<file path="src/rtl/noc_tb_pkg.sv">
// Shared definitions for the NoC traffic generator/sink pair: FSM encoding,
// backpressure LFSR constants and a small pass/fail tag helper.
package noc_tb_pkg;

  typedef enum logic [1:0] {
    ST_IDLE    = 2'd0,
    ST_RUN     = 2'd1,
    ST_DONE    = 2'd2,
    ST_TIMEOUT = 2'd3
  } sink_state_t;

  localparam logic [15:0] LFSR_SEED = 16'hACE1;
  // Fibonacci taps 16,14,13,11 -> state bits 15,13,12,10
  localparam logic [15:0] LFSR_TAPS = 16'hB400;

  function automatic logic [15:0] lfsr_step(input logic [15:0] s);
    return {s[14:0], ^(s & LFSR_TAPS)};
  endfunction

  // Four-character ASCII tag for status registers / on-chip debug readout.
  function automatic logic [31:0] pass_fail_tag(input logic p);
    return p ? "PASS" : "FAIL";
  endfunction

endpackage

</file>
<file path="src/rtl/lfsr16.sv">
// 16-bit Fibonacci LFSR with hold enable; shared by the traffic gen and sink.
module lfsr16
  import noc_tb_pkg::*;
(
  input  logic        clk,
  input  logic        reset,
  input  logic        en,
  output logic [15:0] state
);

  always_ff @(posedge clk) begin
    if (!reset)  state <= LFSR_SEED;
    else if (en) state <= lfsr_step(state);
  end

endmodule

</file>
<file path="src/rtl/axis_traffic_sink.sv">
// AXI-Stream sink: pseudo-random backpressure, incrementing-pattern checker,
// saturating beat/error counters, watchdog and run status.
module axis_traffic_sink
  import noc_tb_pkg::*;
#(
  parameter int                    DATA_WIDTH     = 64,
  parameter int                    NUM_BEATS      = 16,
  parameter logic [DATA_WIDTH-1:0] SEED           = '0,
  parameter logic [3:0]            STALL_MASK     = 4'b0000,
  parameter int                    TIMEOUT_CYCLES = 1024,
  parameter int                    CNT_WIDTH      = 32
) (
  input  logic                  clk,
  input  logic                  reset,
  input  logic                  enable,
  input  logic [DATA_WIDTH-1:0] axis_tdata,
  input  logic                  axis_tvalid,
  output logic                  axis_tready,
  output logic [CNT_WIDTH-1:0]  beat_count,
  output logic [CNT_WIDTH-1:0]  err_count,
  output logic [CNT_WIDTH-1:0]  first_err_idx,
  output logic [DATA_WIDTH-1:0] first_err_data,
  output logic                  done,
  output logic                  timeout,
  output logic                  pass
);

  localparam logic [1:0] S_IDLE = ST_IDLE;
  localparam logic [1:0] S_RUN  = ST_RUN;
  localparam logic [1:0] S_DONE = ST_DONE;
  localparam logic [1:0] S_TMO  = ST_TIMEOUT;

  logic [1:0]            state, state_nxt;
  logic [CNT_WIDTH-1:0]  beat_idx, wdog;
  logic [DATA_WIDTH-1:0] expected;
  logic [15:0]           lfsr_q, lfsr_post;
  logic                  lfsr_en, xfer, mismatch, last_beat, wd_expire;

  assign xfer      = axis_tvalid && axis_tready && (state == S_RUN);
  assign mismatch  = axis_tdata != expected;
  assign last_beat = beat_idx == CNT_WIDTH'(NUM_BEATS - 1);
  assign wd_expire = wdog == CNT_WIDTH'(TIMEOUT_CYCLES - 1);
  assign pass      = done && (err_count == '0);

  always_comb begin
    state_nxt = state;
    case (state)
      S_IDLE: if (enable) state_nxt = S_RUN;
      S_RUN: begin
        // a transfer on the expiry cycle beats the watchdog
        if (xfer && last_beat)      state_nxt = S_DONE;
        else if (!xfer && wd_expire) state_nxt = S_TMO;
      end
      S_DONE, S_TMO: if (!enable) state_nxt = S_IDLE;
      default: state_nxt = S_IDLE;
    endcase
  end

  // tready is registered from the LFSR value it will hold after this edge
  assign lfsr_en   = state == S_RUN;
  assign lfsr_post = lfsr_en ? lfsr_step(lfsr_q) : lfsr_q;

  lfsr16 u_lfsr (
    .clk   (clk),
    .reset (reset),
    .en    (lfsr_en),
    .state (lfsr_q)
  );

  always_ff @(posedge clk) begin
    if (!reset) begin
      state          <= S_IDLE;
      axis_tready    <= 1'b0;
      done           <= 1'b0;
      timeout        <= 1'b0;
      beat_count     <= '0;
      err_count      <= '0;
      first_err_idx  <= '0;
      first_err_data <= '0;
      beat_idx       <= '0;
      wdog           <= '0;
      expected       <= '0;
    end else begin
      state       <= state_nxt;
      axis_tready <= (state_nxt == S_RUN) && ((lfsr_post & {12'd0, STALL_MASK}) == 16'd0);
      done        <= state_nxt == S_DONE;
      timeout     <= state_nxt == S_TMO;
      if (state == S_IDLE && enable) begin
        beat_count     <= '0;
        err_count      <= '0;
        first_err_idx  <= '0;
        first_err_data <= '0;
        beat_idx       <= '0;
        wdog           <= '0;
        expected       <= SEED;
      end else if (state == S_RUN) begin
        if (xfer) begin
          wdog     <= '0;
          beat_idx <= beat_idx + CNT_WIDTH'(1);
          expected <= expected + DATA_WIDTH'(1);
          if (~&beat_count) beat_count <= beat_count + CNT_WIDTH'(1);
          if (mismatch) begin
            if (~&err_count) err_count <= err_count + CNT_WIDTH'(1);
            if (err_count == '0) begin
              first_err_idx  <= beat_idx;
              first_err_data <= axis_tdata;
            end
          end
        end else if (!wd_expire) begin
          wdog <= wdog + CNT_WIDTH'(1);
        end
      end
    end
  end

endmodule

</file>
<file path="config.mk">
export PLATFORM = sky130hd
export DESIGN_NAME = axis_traffic_sink
export DESIGN_NICKNAME = d
export VERILOG_FILES = /design/src/rtl/noc_tb_pkg.sv /design/src/rtl/lfsr16.sv /design/src/rtl/axis_traffic_sink.sv
export SDC_FILE = /design/constraint.sdc
export NUM_CORES = 1
export LEC_CHECK = 0
export BUFFER_PORTS_ARGS = -buffer_cell sky130_fd_sc_hd__clkbuf_2
export CORE_MARGIN = 3
export CORE_UTILIZATION = 55
export CTS_BUF_LIST = sky130_fd_sc_hd__clkbuf_16
export CTS_CLUSTER_DIAMETER = 80
export DETAILED_ROUTE_END_ITERATION = 7
export PLACE_DENSITY_LB_ADDON = 0.25
export SETUP_SLACK_MARGIN = 0.5
export SKIP_LAST_GASP = 1
export SYNTH_ARGS = -nofsm -noshare
export SYNTH_HDL_FRONTEND = slang
export SYNTH_SLANG_ARGS = --single-unit
</file>
<file path="constraint.sdc">
create_clock -name clk -period 3 [get_ports clk]
set_input_delay 0.3 -clock clk [delete_from_list [all_inputs] [get_ports clk]]
set_output_delay 0.3 -clock clk [all_outputs]
set_load 0.005 [all_outputs]
</file>
### After elaboration in Yosys (flattened, before gate mapping)

Index checks and enable logic that the tools add are counted.

* bits in registers: 293
* input bits: 68
* output and inout port bits: 164
* word-level logic and storage cells: 54

* add/subtract/negate cells: 5
* eq/ne operators: 10
* muxes and demuxes: 7
* bitwise gates (word level): 3
* reduce and logical (&&, ||, !) cells: 18

Operators with widths (count)
* $add A32 B1 Y32 const B: 4
* $add A64 B1 Y64 const B: 1
* $mux W32: 2
* $ne A64 B64 Y1: 1
* $reduce_and A32 Y1: 2
* $eq A32 B10 Y1 const B: 1
* $eq A32 B4 Y1 const B: 1
* $logic_not A32 Y1: 1
* $eq A2 B2 Y1 const B: 4
* $mux W2: 4
* $reduce_and A4 Y1: 2
* $logic_and A1 B1 Y1: 6
* $pmux W2 S3: 1
* $eq A2 B1 Y1 const B: 2
* $reduce_and A2 Y1: 2
* $reduce_or A2 Y1: 2
* $not A1 Y1: 3
* $reduce_and A3 Y1: 1
* $logic_not A2 Y1: 1
* $ne A2 B2 Y1 const B: 1
* $logic_not A1 Y1: 1

### Depth between registers and ports, before layout

* word-level depth: 8
* gate-level depth with buffers: 11
* mapped depth without buffers: 7

### Least setup slack after synthesis

Ideal clock, no wire load.

* path type: register to register
* from: reg beat_count[3]
* to: reg beat_count[22]
* setup time: 0.128 ns
* arrival time: 2.045 ns
* data required time: 2.872 ns
* path slack: 0.827 ns
* stages on the path, launching flop included: 8
* path buffers: 1
* period minus slack after synthesis: 2.173 ns
* cells stage by stage: dfxtp_1 -> nand4_1 -> nor4_1 -> a31oi_1 -> clkbuf_1 -> nand3_1 -> xor2_1 -> nor2_1

* longest elaborated chain between the ends: 3
* elaborated cells between the ends (all ways): 4
* those cells by class: add/sub (1); bitwise (1); reduce/logical (2)

Ends and longest elaborated chain
* start, declared: RTL line axis_traffic_sink.sv:19 `output logic [CNT_WIDTH-1:0] beat_count,`
* start signal, assigned: RTL line axis_traffic_sink.sv:101 `if (~&beat_count) beat_count <= beat_count + CNT_WIDTH'(1);`
* branches (longest 3 deep; another with $add A32 B1 Y32)

Parallel ways; which one is timed is not known.
A chain may end at the register's enable or synchronous reset.

### Worst setup path after layout

* from: reg expected[20]
* to: reg expected[54]

* longest elaborated chain between the ends: 1

Ends and longest elaborated chain
* start, declared: RTL line axis_traffic_sink.sv:35 `logic [DATA_WIDTH-1:0] expected;`
* start signal, assigned: RTL line axis_traffic_sink.sv:100 `expected <= expected + DATA_WIDTH'(1);`
* $add A64 B1 Y64: RTL line axis_traffic_sink.sv:100

No other way between the ends.

==> results_dict.tcl <==
set metrics [dict create \
    grt.total_usage_pct 26.4 \
    setup_tns_ns 0 \
    crit_required_ns 3.48 \
    synthTopCellsByArea "dfxtp_1 42%, xor2_1 7.9%, nand2_1 7.8%" \
    drt_pre_antenna_iters 6 \
    synth_area_per_cell_sq_um 8.37 \
    dp_hpwl_um 26000 \
    yosys.area.top_type_share_pct 42.2 \
    ys_ff_latch 293 \
    ys_warn_count 0 \
    areaGrowthSynthToFinish_pct 20.8 \
    synthesis.instances 1660 \
    core_area_sq_mm 0.0246 \
    grt_pass1_vias 11800 \
    timing.final.crit_share_pct 80.0 \
    r2r_cells 7 \
    p_total_w 0.00808 \
    ys.flop_type "dfxtp_1" \
    r2r_start "expected[20]$_SDFFE_PP0P_" \
    cts_buffer_depth 3 \
    synthArstFlopShare_pct 0 \
    nNetsFinal 1971 \
    drive_gt1_share_pct 19.1 \
    final_cell_mix "288 x nand2_1, 285 x dfxtp_1, 231 x clkbuf_2" \
    clock_sinks 293 \
    hold_viol_final 0 \
    rows 57 \
    die_width_um 165 \
    hp-class "input port to flop" \
    drtAntennaViolNets 0 \
    synth_top_cell_by_area "dfxtp_1" \
    setup_slack_ns 0.601 \
    crit_fanout 8 \
    netlist_area_sq_mm 0.0139 \
    post_dp_cell_area_sq_mm 0.0154 \
    power.leakage_nw 6.26 \
    clock_latency_ns 0.55 \
    ios 232 \
    root_buffer "clkbuf_16" \
    drtIter0Drc 1120 \
    rsz0062_at_grt "no" \
    clock.fmax_mhz 417 \
    gr-total-overflow 0 \
    routed_via_density 5.65 \
    crit_chain "nand4_4 > or4_4 > nor4_4 > buf_6 > nand4_1 > or3_1 > a21oi_1" \
    holdPathEnd "first_err_data[39]$_SDFFE_PP0P_" \
    holdPathStages 3 \
    die_h_um 165 \
    slowest_stage "or4_4" \
    cts_buffers 31 \
    cp-end-kind "flop" \
    postRouteWirelength_um 37100 \
    status "complete, no violations" \
    num_vias 12700 \
    crit_type "flop to flop" \
    slowest_delay_ns 0.54 \
    final_area_sq_mm 0.0168 \
    min_from "axis_tdata[39]" \
    gp_congestion 0.905 \
    relSlewSlack_pct 56.8 \
    whs_ns 0.0192 \
    die_area_sq_mm 0.0272 \
    syn-num-nets 1734 \
    synth_edf_count 0 \
    clock_skew_ns 0.00953 \
    drv_cap 0 \
    drv_slew 0 \
    post-route-min-period_ns 2.40 \
    cp-start-kind "flop" \
    worst_pin_slew_ns 0.646 \
    clk_pin_slew_ns 0.06 \
    ir_drop_mv 0.469 \
    grt_pass1_wl_um 59500 \
    worstReg2RegEnd "expected[54]$_SDFFE_PP0P_" \
    drt-wirelength-per-cell_um 16.5 \
    ff2ff_setup_slack_ns 0.60 \
    grt_max_degree 67 \
    yosysSeqAreaShare_pct 42.2 \
    place_ws_ns 0.134 \
    crit_arrival_ns 2.88 \
    p_per_area_mw_per_mm2 481 \
    layout_commonest_cell "nand2_1" \
    synth_cell_types 44 \
    antenna_found_initial 2 \
    setup_viol 0 \
    cts_max_level 1 \
    start_util_pct 56.5 \
    port_buffers 231 \
    cts_tree "built" \
    drc_errors 0 \
]
[how the worst max path moves through the flow]
stage / from / end / slack, ns / cells past startpoint
detailed placement: axis_tdata[0] / err_count[0]$_SDFFE_PP0P_ / 0.13 / 8
floorplan: beat_count[3]$_SDFFE_PP0P_ / beat_count[22]$_SDFFE_PP0P_ / 0.83 / 7
CTS: err_count[0]$_SDFFE_PP0P_ / pass / 0.50 / 6
global route: expected[20]$_SDFFE_PP0P_ / expected[53]$_SDFFE_PP0P_ / 0.49 / 6
finish: expected[20]$_SDFFE_PP0P_ / expected[54]$_SDFFE_PP0P_ / 0.60 / 7
global placement: axis_tdata[0] / err_count[0]$_SDFFE_PP0P_ / 0.22 / 8
[critical path, delay by kind of cell, from the launching register on]
family | cells | cell delay, ns
AOI/OAI and AO/OA | 1 | 0.14
and+or+nand+nor | 5 | 1.62
buffers and inverters | 1 | 0.20
DFF | 1 | 0.39
[cells in the mapped netlist (2+ instances only)]
cell type    n
dfxtp_1    293
nand2_1    288
nor2_1     145
xor2_1     126
mux2i_1    106
nand4_1     69
nand3_1     68
clkbuf_1    63
a21oi_1     59
xnor2_1     56
or3_1       53
o21ai_0     52
nor4_1      49
nor3_1      38
and3_1      31
inv_1       29
and4_1      16
or4_1       16
buf_2       15
nand2b_1    11
o31ai_1     11
and2_1       9
buf_6        6
ha_1         6
o211ai_1     5
or2_2        5
nor3b_1      4
buf_1        3
clkbuf_2     3
nand4b_1     3
nor2b_1      3
nor4_2       3
a31oi_1      2
nor4_4       2
nor4b_1      2
o21a_1       2
[timing repair]
item / CTS / global route
pin swaps: 2 / 10
setup buffers: 1 / 12
gates cloned: 1 / 0
hold buffers: 11 / 0
endpoints found under the setup margin: 143 / 135
hold endpoints to repair: 11 / 0
gates resized for setup: 8 / 24
[sequential cells by signal (all words and copies together), names as in the netlist]
register	cells
axis_tready	1
beat_count	32
beat_idx	32
done	1
err_count	32
expected	64
first_err_data	64
first_err_idx	32
state	2
timeout	1
wdog	32
[logic make-up (layout without fill, tap and decap cells)]
group	Yosys count	in the layout	share of synthesized area, %
DFF	293	293	42.2
xor gates and xnor gates	182	182	11.5
AOI/OAI and AO/OA	133	133	5.18
adders and majority gates	6	6	0.540
muxes	106	106	7.63
and+or+nand+nor	821	821	29.3
other	0	2	0
buffers and inverters	119	380	3.70
[cell type report]
type	instances	area, sq um
Antenna cell	2	5.00
Sequential cell	293	5880
Inverter	29	109
Timing Repair Buffer	294	1750
Clock inverter	26	221
Tap cell	324	405
Clock buffer	31	776
Fill cell	1972	7820
Multi-Input combinational cell	1248	7640
[layer usage]
metal	vias to the layer above	part of all wire [%]	track usage, %
li1	6227	-	-
met1	5956	43	35.6
met2	426	46	42.4
met3	88	6.9	4.89
met4	0	3.5	9.61
met5	-	0	0
[where the power goes]
part           total (W)  internal [W]  leakage [nW]  switching [W]
clock network    0.00376       0.00221         0.508        0.00155
logic           0.000410      0.000141          3.39       0.000269
registers        0.00391       0.00390          2.37      0.0000101
[stage by stage]
stage               utilization, %  instances
floorplan                        -       1660
global placement              62.7       2163
detailed placement            62.7       2163
CTS                           67.6       2233
global route                  68.2       2247
finish                        68.2       2247
(Power assumes the default switching activity.)
